File: config.mk
export PLATFORM = sky130hd
export DESIGN_NAME = inst_fetch_buffer
export DESIGN_NICKNAME = d
export VERILOG_FILES = /design/src/rtl/inst_fetch_buffer.sv
export SDC_FILE = /design/constraint.sdc
export NUM_CORES = 1
export LEC_CHECK = 0
export CORE_UTILIZATION = 55
export DETAILED_ROUTE_END_ITERATION = 8
export DONT_BUFFER_PORTS = 1
export HOLD_SLACK_MARGIN = 0.06
export PLACE_DENSITY = 0.7
export SLEW_MARGIN = 20
export SYNTH_ARGS = -nofsm -noshare
export SYNTH_HDL_FRONTEND = slang
export SYNTH_SLANG_ARGS = --single-unit
File: constraint.sdc
create_clock -name clk -period 4.8 [get_ports clk]
set_clock_uncertainty 0.15 [all_clocks]
set_input_delay 0.96 -clock clk [delete_from_list [all_inputs] [get_ports clk]]
set_output_delay 0.96 -clock clk [all_outputs]
set_load 0.005 [all_outputs]
File: src/rtl/inst_fetch_buffer.sv
// Instruction fetch buffer: owns the fetch PC, issues in-order word reads and queues the
// returned words with their PCs for decode. Optional macro FETCH_BYPASS_EN: empty-FIFO bypass.
module inst_fetch_buffer #(
    parameter logic [31:0] RESET_PC = 32'h0000_0000,
    parameter int          DEPTH    = 4
) (
    input  logic                    clk,
    input  logic                    rst,
    output logic                    imem_req,
    output logic [31:0]             imem_addr,
    input  logic                    imem_gnt,
    input  logic                    imem_rvalid,
    input  logic [31:0]             imem_rdata,
    input  logic                    redirect,
    input  logic [31:0]             redirect_pc,
    output logic                    inst_valid,
    input  logic                    inst_ready,
    output logic [31:0]             inst,
    output logic [31:0]             inst_pc,
    output logic [$clog2(DEPTH):0]  fifo_level
);
    localparam int PW = $clog2(DEPTH);
    localparam int LW = PW + 1;

    logic [31:0]   fpc;
    logic [31:0]   rsp_pc;
    logic [LW-1:0] level;
    logic [LW-1:0] outstanding;
    logic [LW-1:0] drop_cnt;
    logic [PW-1:0] wr_ptr;
    logic [PW-1:0] rd_ptr;
    logic [31:0]   buf_inst [DEPTH];
    logic [31:0]   buf_pc   [DEPTH];

    logic [LW:0]   credit;
    logic [31:0]   redirect_aligned;
    logic [LW-1:0] rvalid_n;
    logic          grant;
    logic          fifo_valid;
    logic          rsp_live;
    logic          bypass;
    logic          push;
    logic          pop;

    assign redirect_aligned = redirect_pc & 32'hFFFF_FFFC;
    // Occupied entries plus in-flight reads never exceed DEPTH, so a push always has room.
    assign credit     = {1'b0, level} + {1'b0, outstanding};
    assign imem_req   = !rst && !redirect && (credit < (LW+1)'(DEPTH));
    assign imem_addr  = fpc;
    assign grant      = imem_req && imem_gnt;
    assign fifo_valid = (level != '0);
    assign rsp_live   = imem_rvalid && (drop_cnt == '0) && !redirect;
    assign rvalid_n   = LW'(imem_rvalid);
    assign fifo_level = level;

`ifdef FETCH_BYPASS_EN
    assign bypass = rsp_live && !fifo_valid;
`else
    assign bypass = 1'b0;
`endif

    assign pop  = fifo_valid && inst_ready && !redirect;
    assign push = rsp_live && !(bypass && inst_ready);

    always_comb begin
        inst_valid = fifo_valid || bypass;
        inst       = '0;
        inst_pc    = '0;
        if (fifo_valid) begin
            inst    = buf_inst[rd_ptr];
            inst_pc = buf_pc[rd_ptr];
        end else if (bypass) begin
            inst    = imem_rdata;
            inst_pc = rsp_pc;
        end
    end

    always_ff @(posedge clk) begin
        if (rst) begin
            fpc         <= RESET_PC;
            rsp_pc      <= RESET_PC;
            outstanding <= '0;
            drop_cnt    <= '0;
            level       <= '0;
            wr_ptr      <= '0;
            rd_ptr      <= '0;
        end else if (redirect) begin
            // Every read still in flight after this cycle belongs to the old path.
            fpc         <= redirect_aligned;
            rsp_pc      <= redirect_aligned;
            outstanding <= outstanding - rvalid_n;
            drop_cnt    <= outstanding - rvalid_n;
            level       <= '0;
            wr_ptr      <= '0;
            rd_ptr      <= '0;
        end else begin
            if (grant)
                fpc <= fpc + 32'd4;
            if (imem_rvalid && (drop_cnt != '0))
                drop_cnt <= drop_cnt - LW'(1);
            if (rsp_live)
                rsp_pc <= rsp_pc + 32'd4;
            if (push)
                wr_ptr <= wr_ptr + PW'(1);
            if (pop)
                rd_ptr <= rd_ptr + PW'(1);
            level       <= level + LW'(push) - LW'(pop);
            outstanding <= outstanding + LW'(grant) - rvalid_n;
        end
    end

    always_ff @(posedge clk) begin
        if (push) begin
            buf_inst[wr_ptr] <= imem_rdata;
            buf_pc[wr_ptr]   <= rsp_pc;
        end
    end

    a_no_orphan_rvalid: assert property (@(posedge clk) disable iff (rst)
        imem_rvalid |-> (outstanding != '0));

endmodule
==> flow_summary.json <==
{
  "required_ps": 3690,
  "count_of_different_cell_masters_after_synthesis": 55,
  "hold_slack_ps": 327,
  "synth_top_family_by_area": "multiplexers",
  "initial_utilization_pct": 55.8,
  "synth_simple_gate_area_share_pct": 10.7,
  "postSynthRegisterBits": 323,
  "critical_path.startpoint_type": "register",
  "floorplan.die.height_um": 159,
  "layout-drive-gt1-share_pct": 14.8,
  "cts.repair_timing.setup_buffer_count": 0,
  "regToRegEndpoint": "outstanding[2]",
  "die-area_mm2": 0.0253,
  "post_synth_fa_ha_maj_area_fraction_pct": 1.77,
  "synthMostInstantiatedCell": "sky130_fd_sc_hd__edfxtp_1",
  "routability_congestion_estimate_from_global_placement": 0.892,
  "core.rowCount": 57,
  "htreeDepth": 1,
  "yosys.area.top_type_share_pct": 55.0,
  "synth-compound-area-share_pct": 4.97,
  "max_stage_delay_ps": 750,
  "final_net_count": 987,
  "clock-sinks": 323,
  "io_buffers": 0,
  "fp.dieW_um": 159,
  "placeableCoreArea_mm2": 0.0242,
  "power_density_mw_per_mm2": 406,
  "end_kind": "output pin",
  "hold_violation_count_in_the_final_report": 0,
  "static-leakage-power_nw": 4.79,
  "fin_tns_setup_ps": 0,
  "yosys_most_used_dff": "sky130_fd_sc_hd__edfxtp_1",
  "rr_startpoint": "fifo_level[1]",
  "worst_path_dominant_cell_family": "flip-flops",
  "achievable-frequency_mhz": 285,
  "overall_power_w": 0.00608,
  "synth_commonest_cells": "sky130_fd_sc_hd__edfxtp_1 (248), sky130_fd_sc_hd__dfxtp_1 (75), sky130_fd_sc_hd__nor2b_1 (63)",
  "grt_antenna_before_repair": 0,
  "ys_warns": 0,
  "max_slew_margin_pct": 38.1,
  "pin_count": 171,
  "reg2reg_depth": 12,
  "tritoncts": "done",
  "drt-total-wl_mm": 26.3,
  "grt_pass1_wl_mm": 41.0,
  "slew_violations": 0,
  "dr.pass1.iters": 6,
  "detail-route-antenna-nets": 0,
  "drt_iter0_drc": 708,
  "cp.arrival_ps": 2400,
  "setup.worst_path.class": "reg2out",
  "postCtsHoldBufs": 0,
  "dp_hpwl_mm": 16.0,
  "synth_edf_count": 248,
  "synth_mux_area_share_pct": 10.7,
  "largest_fanout_of_any_net_on_the_critical_path": 34,
  "setup_violations": 0,
  "timing.max_cap.violations": 0,
  "cp.buffers_inverters": 1,
  "period_minus_slack_ps": 3510,
  "synth_cells": 904,
  "cts.repair.resized": 0,
  "cts.reportedPaths.clkPinSlew_ps": 60,
  "final_cell_count_no_fill": 1247,
  "r2r_setup_slack_ps": 1410,
  "finalCritPeriodShare_pct": 73.2,
  "antenna_cells": 0,
  "synthXorXnorAreaFrac_pct": 3.30,
  "worstHoldEndpoint": "imem_addr[20]",
  "cts-root-buf": "sky130_fd_sc_hd__clkbuf_16",
  "synth.cell_area_mm2": 0.0135,
  "grt_start_max_net_pins": 64,
  "synth.top_cells.by_area": "sky130_fd_sc_hd__edfxtp_1 (55%), sky130_fd_sc_hd__dfxtp_1 (11%), sky130_fd_sc_hd__mux4_2 (10%)",
  "yosysTopAreaCell": "sky130_fd_sc_hd__edfxtp_1",
  "status": "complete, no violations",
  "min-delay-path-class": "in2reg",
  "async_flop_share_pct": 0,
  "global_route_overflow": 0,
  "rsz0062_at_grt": "false",
  "number_of_global_route_vias_before_repair": 7296,
  "crit_slowest_cell": "sky130_fd_sc_hd__dfxtp_4",
  "dp.cells": 1190,
  "whs_path_depth": 1,
  "clk_latency_ps": 540,
  "crit_path_cell_trace": "buf_12, mux4_2, nor2b_1",
  "drt-wirelength-per-cell_um": 21.1,
  "grt_util_all_layers_pct": 20.7,
  "worst_pin_slew_ps": 928,
  "routed-via-count": 7300,
  "maximum_resistive_drop_on_vdd_uv": 272,
  "clock_path_buffers": 3,
  "hold_path.startpoint": "rst",
  "syn2layout_area_growth_pct": 10.5,
  "synth_sequential_area_ratio_pct": 66.1,
  "numCtsBuffers": 31,
  "synth_area_per_cell_um2": 15.0,
  "via_per_inst": 5.85,
  "drt_drc_violations_left": 0
}
[final cells by class]
class | instances | area (um2)
fillers | 1825 | 9290
flip-flops and latches | 323 | 8950
multi-input cells | 503 | 4280
clock buffers | 32 | 779
well taps | 324 | 405
clock inverters | 25 | 324
inverters | 32 | 120
repair buffers | 8 | 97.6
[per-stage QoR]
| step | worst slack [ps] | util (%) | cell area, um2 |
|---|---|---|---|
| 2_1_floorplan | 1130 | - | 13600 |
| 3_5_place_dp | 1140 | 57.2 | 13900 |
| 4_1_cts | 1190 | 61.7 | 15000 |
| 5_1_grt | 1130 | 61.7 | 15000 |
| 6_report | 1290 | 61.7 | 15000 |
| 3_3_place_gp | 1170 | 57.2 | 13900 |
[report_power, final]
group          total, W  switching [W]  internal, W
registers       0.00319      0.0000857      0.00310
clock network   0.00260       0.000999      0.00160
logic          0.000290       0.000160     0.000130
total           0.00608        0.00125      0.00484
[placed cells by master, fill, tap and decap left out, drive strengths merged, types with 3 or more instances in the layout]
master      n
ha         16
o31a        3
o21ai      10
a31oi       8
edfxtp    248
clkinvlp    3
dfxtp      75
xor2       27
and2       12
a211oi     11
mux2i       3
o21a        5
clkbuf     32
a21oi      32
a21boi     23
nor2       32
buf         8
inv        32
clkinv     14
nor2b      63
o211ai      3
conb        4
mux4       62
and4        8
nor4        6
nor3       19
bufinv      8
xnor2      24
or3         4
nand2b      3
nand2      45
nand3      27
and3        7
nand3b      3
nand4      21
[worst register-to-register path, cell delays in order (launching register included)]
cell	delay, ps
sky130_fd_sc_hd__dfxtp_1	480
sky130_fd_sc_hd__ha_1	280
sky130_fd_sc_hd__nand3_1	220
sky130_fd_sc_hd__and4_1	490
sky130_fd_sc_hd__inv_2	220
sky130_fd_sc_hd__ha_1	320
sky130_fd_sc_hd__inv_1	40
sky130_fd_sc_hd__ha_1	180
sky130_fd_sc_hd__fa_1	380
sky130_fd_sc_hd__xor2_1	150
sky130_fd_sc_hd__o21ai_0	190
sky130_fd_sc_hd__xnor2_1	140
sky130_fd_sc_hd__nor2_1	50
[registers in the layout (all words and copies together) (netlist names), named ones only]
signal	flops
wr_ptr	2
buf_pc	120
outstanding	3
fifo_level	3
rd_ptr	2
buf_inst	128
rsp_pc	30
imem_addr	30
drop_cnt	3
[logic make-up after synthesis]
| family | Yosys count |
|---|---|
| adder cells (fa/ha/maj) | 18 |
| multiplexers | 67 |
| XOR/XNOR | 51 |
| other | 1 |
| AO/OA/AOI/OAI | 104 |
| AND/OR/NAND/NOR | 259 |
| buffers and inverters | 81 |
| flip-flops | 323 |
[layer usage]
layer | GRT usage [%] | vias up | wire length [um]
li1 | - | 3399 | -
met1 | 28.8 | 3588 | 11500
met2 | 32.9 | 279 | 12100
met3 | 5.36 | 34 | 2260
met4 | 5.46 | 0 | 522
met5 | 0 | - | 0
[how the worst max path moves through the flow]
stage	to	slack, ps	depth (start not counted)
finish	inst_pc[4]	1290	3
CTS	inst_pc[13]	1190	3
global placement	outstanding[2]	1170	11
global route	inst_pc[8]	1130	3
floorplan	buf_inst[0][0]	1130	4
detailed placement	outstanding[2]	1140	11
No activity file was read; power rests on OpenSTA's default activity.
